## src/rtl/lfsr_pkg.sv

```systemverilog
// Shared types and constants for the LFSR random-range generator.
package lfsr_pkg;

    typedef enum logic [1:0] {IDLE, DRAW, HOLD} state_t;

    // Maximal-length Galois masks for the right-shifting step rule
    localparam logic [7:0]  TAPS8  = 8'hB8;
    localparam logic [15:0] TAPS16 = 16'hB400;
    localparam logic [31:0] TAPS32 = 32'hA300_0000;

    localparam logic [15:0] DEFAULT_SEED = 16'hACE1;

endpackage

```

## src/rtl/lfsr_rand_range_if.sv

```systemverilog
// Request/result handshake between the game controller and the range generator.
interface lfsr_rand_range_if #(
    parameter int OUT_W = 5
);
    logic             req;
    logic             ready;
    logic             valid;
    logic             busy;
    logic [OUT_W-1:0] num;

    modport master (output req, ready, input valid, num, busy);
    modport slave  (input req, ready, output valid, num, busy);
endinterface

```

## src/rtl/lfsr_core.sv

```systemverilog
// Free-running Galois LFSR with reseed; a zero seed is swapped for SEED so it never locks up.
module lfsr_core #(
    parameter int               WIDTH = 16,
    parameter logic [WIDTH-1:0] TAPS  = 16'hB400,
    parameter logic [WIDTH-1:0] SEED  = 16'hACE1
) (
    input  logic             clk,
    input  logic             rst,
    input  logic             load,
    input  logic [WIDTH-1:0] seed_in,
    output logic [WIDTH-1:0] state
);

    logic [WIDTH-1:0] step;

    assign step = (state >> 1) ^ (state[0] ? TAPS : '0);

    always_ff @(posedge clk) begin
        if (rst)
            state <= SEED;
        else if (load)
            state <= (seed_in == '0) ? SEED : seed_in;
        else
            state <= step;
    end

endmodule

```

## src/rtl/lfsr_rand_range.sv

```systemverilog
// Uniform 0..RANGE-1 source: LFSR candidates filtered by a request/valid FSM.
// LFSR_RAND_REJECT_EN enables rejection sampling with MAX_TRIES; otherwise a single fold.
module lfsr_rand_range
    import lfsr_pkg::*;
#(
    parameter int               WIDTH     = 16,
    parameter logic [WIDTH-1:0] TAPS      = TAPS16,
    parameter logic [WIDTH-1:0] SEED      = DEFAULT_SEED,
    parameter int               OUT_W     = 5,
    parameter int               RANGE     = 20,
    parameter int               MAX_TRIES = 4
) (
    input  logic                    clk,
    input  logic                    rst,
    input  logic                    load,
    input  logic [WIDTH-1:0]        seed_in,
    lfsr_rand_range_if.slave        rif
);

    localparam logic [OUT_W:0] RANGE_W = (OUT_W+1)'(RANGE);

    logic [WIDTH-1:0] lfsr;
    logic [OUT_W-1:0] cand, folded;
    logic             in_range;

    state_t           state_q, state_d;
    logic             valid_q, valid_d;
    logic [OUT_W-1:0] num_q, num_d;

    lfsr_core #(
        .WIDTH (WIDTH),
        .TAPS  (TAPS),
        .SEED  (SEED)
    ) u_core (
        .clk     (clk),
        .rst     (rst),
        .load    (load),
        .seed_in (seed_in),
        .state   (lfsr)
    );

    // Candidate comes from the current register, so a same-cycle load only affects later draws
    assign cand     = lfsr[OUT_W-1:0];
    assign in_range = {1'b0, cand} < RANGE_W;
    // RANGE > 2^(OUT_W-1) keeps cand - RANGE inside 0..RANGE-1
    assign folded   = cand - RANGE_W[OUT_W-1:0];

    if (OUT_W < WIDTH) begin : g_hi
        logic unused_hi;
        assign unused_hi = ^lfsr[WIDTH-1:OUT_W];
    end

`ifdef LFSR_RAND_REJECT_EN
    localparam int RW = $clog2(MAX_TRIES) + 1;
    logic [RW-1:0] rej_q, rej_d;
    logic          last_try;

    assign last_try = (rej_q == RW'(MAX_TRIES - 1));
`endif

    always_comb begin
        state_d = state_q;
        valid_d = valid_q;
        num_d   = num_q;
`ifdef LFSR_RAND_REJECT_EN
        rej_d   = rej_q;
`endif
        case (state_q)
            IDLE: begin
                if (rif.req) begin
                    state_d = DRAW;
`ifdef LFSR_RAND_REJECT_EN
                    rej_d   = '0;
`endif
                end
            end
            DRAW: begin
`ifdef LFSR_RAND_REJECT_EN
                if (in_range) begin
                    num_d   = cand;
                    valid_d = 1'b1;
                    state_d = HOLD;
                end else if (last_try) begin
                    num_d   = folded;
                    valid_d = 1'b1;
                    state_d = HOLD;
                end else begin
                    rej_d   = rej_q + RW'(1);
                end
`else
                num_d   = in_range ? cand : folded;
                valid_d = 1'b1;
                state_d = HOLD;
`endif
            end
            HOLD: begin
                if (rif.ready) begin
                    valid_d = 1'b0;
                    state_d = IDLE;
                end
            end
            default: state_d = IDLE;
        endcase
    end

    always_ff @(posedge clk) begin
        if (rst) begin
            state_q <= IDLE;
            valid_q <= 1'b0;
            num_q   <= '0;
`ifdef LFSR_RAND_REJECT_EN
            rej_q   <= '0;
`endif
        end else begin
            state_q <= state_d;
            valid_q <= valid_d;
            num_q   <= num_d;
`ifdef LFSR_RAND_REJECT_EN
            rej_q   <= rej_d;
`endif
        end
    end

    assign rif.valid = valid_q;
    assign rif.num   = num_q;
    assign rif.busy  = (state_q != IDLE);

endmodule

```

## src/flat_wrapper.sv

```systemverilog
// flat-port wrapper written by rule: the top's interface ports become plain ports
module lfsr_rand_range_flat import lfsr_pkg::*;
#(
    parameter int               WIDTH     = 16,
    parameter logic [WIDTH-1:0] TAPS      = TAPS16,
    parameter logic [WIDTH-1:0] SEED      = DEFAULT_SEED,
    parameter int               OUT_W     = 5,
    parameter int               RANGE     = 20,
    parameter int               MAX_TRIES = 4
)
  (clk, rst, load, seed_in, rif_req, rif_ready, rif_valid, rif_num, rif_busy);
  lfsr_rand_range_if #(.OUT_W(OUT_W)) rif_i ();
  input  logic clk;
  input  logic rst;
  input  logic load;
  input  logic [WIDTH-1:0] seed_in;
  input wire logic [$bits(rif_i.req)-1:0] rif_req;
  input wire logic [$bits(rif_i.ready)-1:0] rif_ready;
  output wire logic [$bits(rif_i.valid)-1:0] rif_valid;
  output wire logic [$bits(rif_i.num)-1:0] rif_num;
  output wire logic [$bits(rif_i.busy)-1:0] rif_busy;
  assign rif_i.req = rif_req;
  assign rif_i.ready = rif_ready;
  assign rif_valid = rif_i.valid;
  assign rif_num = rif_i.num;
  assign rif_busy = rif_i.busy;
  lfsr_rand_range #(.WIDTH(WIDTH), .TAPS(TAPS), .SEED(SEED), .OUT_W(OUT_W), .RANGE(RANGE), .MAX_TRIES(MAX_TRIES)) u_core (.clk(clk), .rst(rst), .load(load), .seed_in(seed_in), .rif(rif_i));
endmodule
```

## config.mk

```make
export PLATFORM = sky130hd
export DESIGN_NAME = lfsr_rand_range_flat
export DESIGN_NICKNAME = d
export VERILOG_FILES = /design/src/rtl/lfsr_pkg.sv /design/src/rtl/lfsr_rand_range_if.sv /design/src/rtl/lfsr_core.sv /design/src/rtl/lfsr_rand_range.sv /design/src/flat_wrapper.sv
export SDC_FILE = /design/constraint.sdc
export NUM_CORES = 1
export LEC_CHECK = 0
export CORE_MARGIN = 3
export CORE_UTILIZATION = 40
export CTS_CLUSTER_DIAMETER = 60
export CTS_CLUSTER_SIZE = 12
export DETAILED_ROUTE_END_ITERATION = 12
export PLACE_DENSITY = 0.72
export SLEW_MARGIN = 20
export SYNTH_ARGS = -nofsm -noshare
export SYNTH_HDL_FRONTEND = slang
export SYNTH_HIERARCHICAL = 1
export SYNTH_SLANG_ARGS = --single-unit
```

## constraint.sdc

```tcl
create_clock -name clk -period 1.2 [get_ports clk]
set_input_delay 0.24 -clock clk [delete_from_list [all_inputs] [get_ports clk]]
set_output_delay 0.24 -clock clk [all_outputs]
set_load 0.02 [all_outputs]
```

==> results of run 1 <==
-- stage by stage --
step	TNS, ns	total power (W)	std cells	area (µm²)	worst slack [ns]
after floorplan	0	0.00105	93	957	0.0577
after global placement	-4.58	0.00120	159	1340	-0.387
after detailed placement	-5.06	0.00121	159	1340	-0.447
after CTS	-0.0694	0.00154	162	1390	-0.0694
after global routing	-0.0852	0.00161	164	1410	-0.0852
final	-0.0580	0.00154	164	1410	-0.0580
-- Yosys cell counts --
master,number,area share
nor2_1,10,0.039
nor2b_1,1,0.0065
nor4_1,4,0.026
a311oi_1,1,0.0092
dfxtp_1,24,0.50
nand2_1,7,0.027
xor2_1,3,0.027
or3b_1,1,0.0092
and2b_4,1,0.010
o22a_1,8,0.073
o211ai_1,1,0.0078
or2_1,2,0.013
buf_6,2,0.024
nand2b_4,2,0.029
a41o_2,1,0.012
nand2b_1,1,0.0065
ha_1,1,0.013
buf_1,1,0.0039
mux2i_1,8,0.084
a21oi_1,7,0.037
nand3_1,1,0.0052
clkbuf_2,1,0.0052
inv_1,2,0.0078
a211o_1,1,0.0092
nor3_1,1,0.0052
nor3b_1,1,0.0078
-- flip-flops by register name (all words and copies together), names as in the netlist --
signal	count
u_core/rif.valid	1
u_core/state_q	2
u_core/u_core/state	16
u_core/rif.num	5
-- power by group through the flow --
stage	sequential [W]	clock [W]	combinational, W
6_report	0.000882	0.000342	0.000314
3_3_place_gp	0.000898	0	0.000303
3_5_place_dp	0.000898	0	0.000311
4_1_cts	0.000881	0.000353	0.000310
5_1_grt	0.000889	0.000375	0.000341
2_1_floorplan	0.000912	0	0.000134
-- cell type report --
class | count | area [µm²]
well taps | 28 | 35.0
repair buffers | 44 | 404
fillers | 213 | 820
flip-flops and latches | 24 | 484
clock buffers | 3 | 22.5
inverters | 2 | 7.51
multi-input cells | 63 | 460
-- repair_timing --
item | CTS | global route
pin swaps | 5 | 6
hold buffers | 0 | 0
buffers inserted | 0 | 2
gates cloned | 0 | 0
endpoints found under the setup margin | 15 | 11
gates resized for setup | 33 | 8
hold endpoints to repair | 0 | 0
-- metal layers --
| layer | up-vias | global-route usage |
|---|---|---|
| met5 | - | 0 |
| met4 | 0 | 0.0364 |
| met3 | 0 | 0.0241 |
| met2 | 22 | 0.244 |
| met1 | 370 | 0.191 |
| li1 | 415 | - |
-- worst register-to-register path, cell delays in order, from the launching register on --
cell	delay [ns]
dfxtp_2	0.35
inv_1	0.05
ha_1	0.29
a211o_1	0.27
a21oi_2	0.11
-- path summary, 6_finish.rpt --
kind                               start                endpoint  slack [ns]  cells after the start
setup / recovery       u_core/state_q[0]                rif_busy       -0.06                      2
hold / removal                seed_in[7]  u_core/u_core/state[7]        0.22                      2
setup reg to reg  u_core/u_core/state[2]       u_core/rif.num[3]        0.07                      4
hold reg to reg   u_core/u_core/state[7]  u_core/u_core/state[6]        0.45                      1
-- cell families after synthesis --
kind of cell             Yosys count  share of synthesized area
AND/OR/NAND/NOR                   32                      0.186
flip-flops                        24                      0.502
AO/OA/AOI/OAI                     19                      0.148
multiplexers                       8                     0.0837
buffers and inverters              6                     0.0405
XOR/XNOR                           3                     0.0275
adder cells (fa/ha/maj)            1                     0.0131
==> results.yml, run 1 <==
clock_tree:
  clkLatencyLatePin_ns: 0.30
  path_clk_slew_ns: 0.13
  cts-buffers-inserted: 3
  htreeDepth: 1
  cts_tree: "done"
  clk_path_buf_depth: 2
  clock-sinks: 24
  cts.root.buffer_cell: "clkbuf_4"
drt:
  via_per_inst: 4.92
  wl_per_cell_um: 12.4
  final_antenna_net_count: 0
  wl_met2_um: 947
  first_pass_iters: 4
  wl_met1_um: 976
  vias: 807
  drcViolationCount: 0
  top_layer: "met3"
  drt-initial-drc-count: 11
  dr_wl_met3_um: 112
  wl_mm: 2.04
power:
  clock_power_share: 0.222
  sw_frac_of_total: 0.250
  p_per_area_nw_per_um2: 1090
  intPower_w: 0.00115
  comb_power_share: 0.204
  max-vdd-ir-drop_mv: 0.710
  leakage_nw: 0.607
  switchingPower_w: 0.000385
  p_seq_frac: 0.573
sta:
  setup_slack_ns: -0.0580
  slew_violations: 0
  grt_setup_unrepaired: "true"
  slew_headroom: 0.812
  finalHoldViolCount: 0
  finalClockSkew_ns: 0.00467
  hold_ws_ns: 0.219
  period_needed_ns: 1.26
  fmax_mhz: 795
  setup_viol_count_final: 1
  min_period_over_period: 1.05
  tightest_slew_ns: 0.283
outcome:
  status: "finished with violations"
  violations: "setup timing"
yosys:
  syn_area_um2: 957
  synthCells: 93
  ys_warn_count: 6
  synth_nets: 115
  syn_area_per_cell_um2: 10.3
  ys_ff_latch: 24
  yosysUniqueCellTypes: 26
  synth_seq_area_share: 0.502
final_layout:
  final_common_cell: "dfxtp_1"
  final_cell_mix: "dfxtp_1 (21), buf_4 (17), clkdlybuf4s50_1 (11), nor2_1 (10)"
  num_antenna_cells: 0
  nets: 160
  drive_above_1_share: 0.279
  fin_util: 0.633
  syn_to_final_growth_pct: 47.7
critical_path:
  cp.arrival_ns: 1.02
  end_kind: "output pin"
  crit_path_cell_trace: "or2_1 -> buf_6"
  slowest_stage: "dfxtp_2"
  cp_top_family: "flip-flops"
  critPathLaunchType: "flip-flop"
  crit_fanout: 2
  max_stage_delay_ns: 0.34
  crit_type: "flip-flop to output pin"
  critical_path_buf_inv_count: 1
  cp.required_ns: 0.96
global_routing:
  grt_use_total: 0.145
  grt_pass1_wl_mm: 3.15
  grt_max_degree: 17
  first_global_vias: 758
  antenna_found_initial: 0
  globalRouteOverflowTotal: 0
die:
  core-area_um2: 2230
  pin_count: 28
  dieArea_um2: 3020
  die_w_um: 54.9
  start_util: 0.429
  row_count: 17
  die_h_um: 54.9
place:
  port_buffers: 27
  routabilityCongestion: 0.827
flow_run:
  maxCapViolCount: 0
hold_path:
  min_path_type: "input pin to flip-flop"
Power figures use the tool's default switching activity.
==> inputs of run 2 (changes only) <==
Clock period 1.2 ns to 1 ns, I/O delays scaled along.
==> run 2 against run 1 <==
Cell count increased by 3.0%; core utilization grew 3.6 points; power is 22% higher; the flow still finishes with violations (setup timing); via count is 4.1% higher; register-to-register slack got worse by 0.15 ns; clock skew rose by 0.0035 ns; clock power rose by 20%; sequential power increased by 21%; critical endpoint unchanged; wire length rose by 12%; critical path depth is the same; sequential share of layout area is 1.2 points lower; die area is the same.
==> results.yml, run 2 (synthesis results as in run 1) <==
sta:
  setup_slack_ns: -0.235
  period_needed_ns: 1.23
  min_period_over_period: 1.23
  slew_violations: 0
  tns_ns: -0.443
  finalClockSkew_ns: 0.00815
  finalHoldViolCount: 0
  setup_viol_count_final: 6
  fmax_mhz: 810
  grt_setup_unrepaired: "true"
  hold_ws_ns: 0.229
  tightest_slew_ns: 0.291
  slew_headroom: 0.806
place:
  dpl.cell_count: 165
  dp_hpwl_mm: 1.70
  routabilityCongestion: 0.759
  port_buffers: 27
final_layout:
  drive_above_1_share: 0.411
  fin_cells: 169
  final_common_cell: "buf_4"
  largest-register: "u_core/u_core/state"
  syn_to_final_growth_pct: 56.1
  num_antenna_cells: 0
  final_cell_mix: "buf_4 (21), dfxtp_1 (14), dlygate4sd2_1 (13), nor2_1 (10), dfxtp_2 (10)"
  fin_util: 0.669
  nets: 165
  largest_reg_flops: 16
global_routing:
  globalRouteOverflowTotal: 0
  grt_use_total: 0.176
  grt_pass1_wl_mm: 3.73
  first_global_vias: 850
  grt_max_degree: 16
  antenna_found_initial: 0
die:
  start_util: 0.429
  dieArea_um2: 3020
  row_count: 17
  die_h_um: 54.9
  pin_count: 28
  die_w_um: 54.9
  core-area_um2: 2230
critical_path:
  regToRegEndpoint: "u_core/rif.num[3]"
  crit_fanout: 2
  crit_type: "flip-flop to output pin"
  regToRegStartpoint: "u_core/u_core/state[3]"
  end_kind: "output pin"
  cp.required_ns: 0.80
  r2r_setup_slack_ns: -0.08
  cp.arrival_ns: 1.03
  critPathLaunchType: "flip-flop"
  r2r_cells: 4
drt:
  final_antenna_net_count: 0
  wl_per_cell_um: 13.5
  drcViolationCount: 0
  drt-initial-drc-count: 3
  first_pass_iters: 4
  wl_mm: 2.28
  vias: 840
  via_per_inst: 4.97
power:
  max-vdd-ir-drop_mv: 0.925
  finalPower_w: 0.00188
  p_per_area_nw_per_um2: 1260
  leakage_nw: 0.630
outcome:
  status: "finished with violations"
  violations: "setup timing"
hold_path:
  min_to: "u_core/u_core/state[0]"
  min_path_type: "input pin to flip-flop"
  min_path_cells: 3
  hp-start: "seed_in[0]"
clock_tree:
  clock-sinks: 24
  cts.root.buffer_cell: "clkbuf_4"
  path_clk_slew_ns: 0.13
  clkLatencyLatePin_ns: 0.31
  cts-buffers-inserted: 3
  clk_path_buf_depth: 2
  htreeDepth: 1
  cts_tree: "done"
flow_run:
  maxCapViolCount: 0
run 2: worst max-delay path, stage by stage (launching register included):
cell,delay [ns]
dfxtp_2,0.34
or2_1,0.25
buf_6,0.14
run 2: how the worst max path moves through the flow:
stage / start / to / slack [ns] / depth (start not counted)
global route: u_core/state_q[1] / rif_busy / -0.26 / 2
floorplan: u_core/u_core/state[3] / u_core/rif.num[3] / -0.07 / 4
CTS: u_core/state_q[1] / rif_busy / -0.24 / 2
finish: u_core/state_q[1] / rif_busy / -0.23 / 2
global placement: seed_in[3] / u_core/u_core/state[0] / -0.57 / 4
detailed placement: seed_in[3] / u_core/u_core/state[10] / -0.64 / 4
run 2: cell type report:
| cell class | instances | area, µm² |
|---|---|---|
| fill | 201 | 739 |
| multi-input combinational | 63 | 508 |
| sequential | 24 | 493 |
| timing repair buffer | 49 | 428 |
| tap | 28 | 35.0 |
| clock buffer | 3 | 22.5 |
| inverter | 2 | 7.51 |
run 2: what timing repair did:
action,4_1_cts,5_1_grt
endpoints found under the setup margin,25,14
hold buffers,0,0
gates resized for setup,79,8
buffers inserted,2,1
pin swaps,13,7
run 2: layer usage:
metal | wire, µm | GRT usage | vias to the layer above | share of wire
li1 | - | - | 428 | -
met1 | 995 | 0.203 | 385 | 0.44
met2 | 1130 | 0.315 | 25 | 0.49
met3 | 143 | 0.0322 | 2 | 0.063
met4 | 12 | 0.0729 | 0 | 0.0053
met5 | 0 | 0 | - | 0
run 2: metrics by stage:
stage / area [µm²] / worst slack [ns]
global placement: 1400 / -0.574
finish: 1490 / -0.235
global route: 1490 / -0.264
detailed placement: 1400 / -0.635
floorplan: 970 / -0.0717
CTS: 1470 / -0.238
run 2: power by group:
group	total [W]	internal [W]	switching [W]
Combinational	0.000402	0.000228	0.000173
Clock	0.000412	0.000141	0.000271
Sequential	0.00107	0.00103	0.0000388
Total	0.00188	0.00140	0.000483
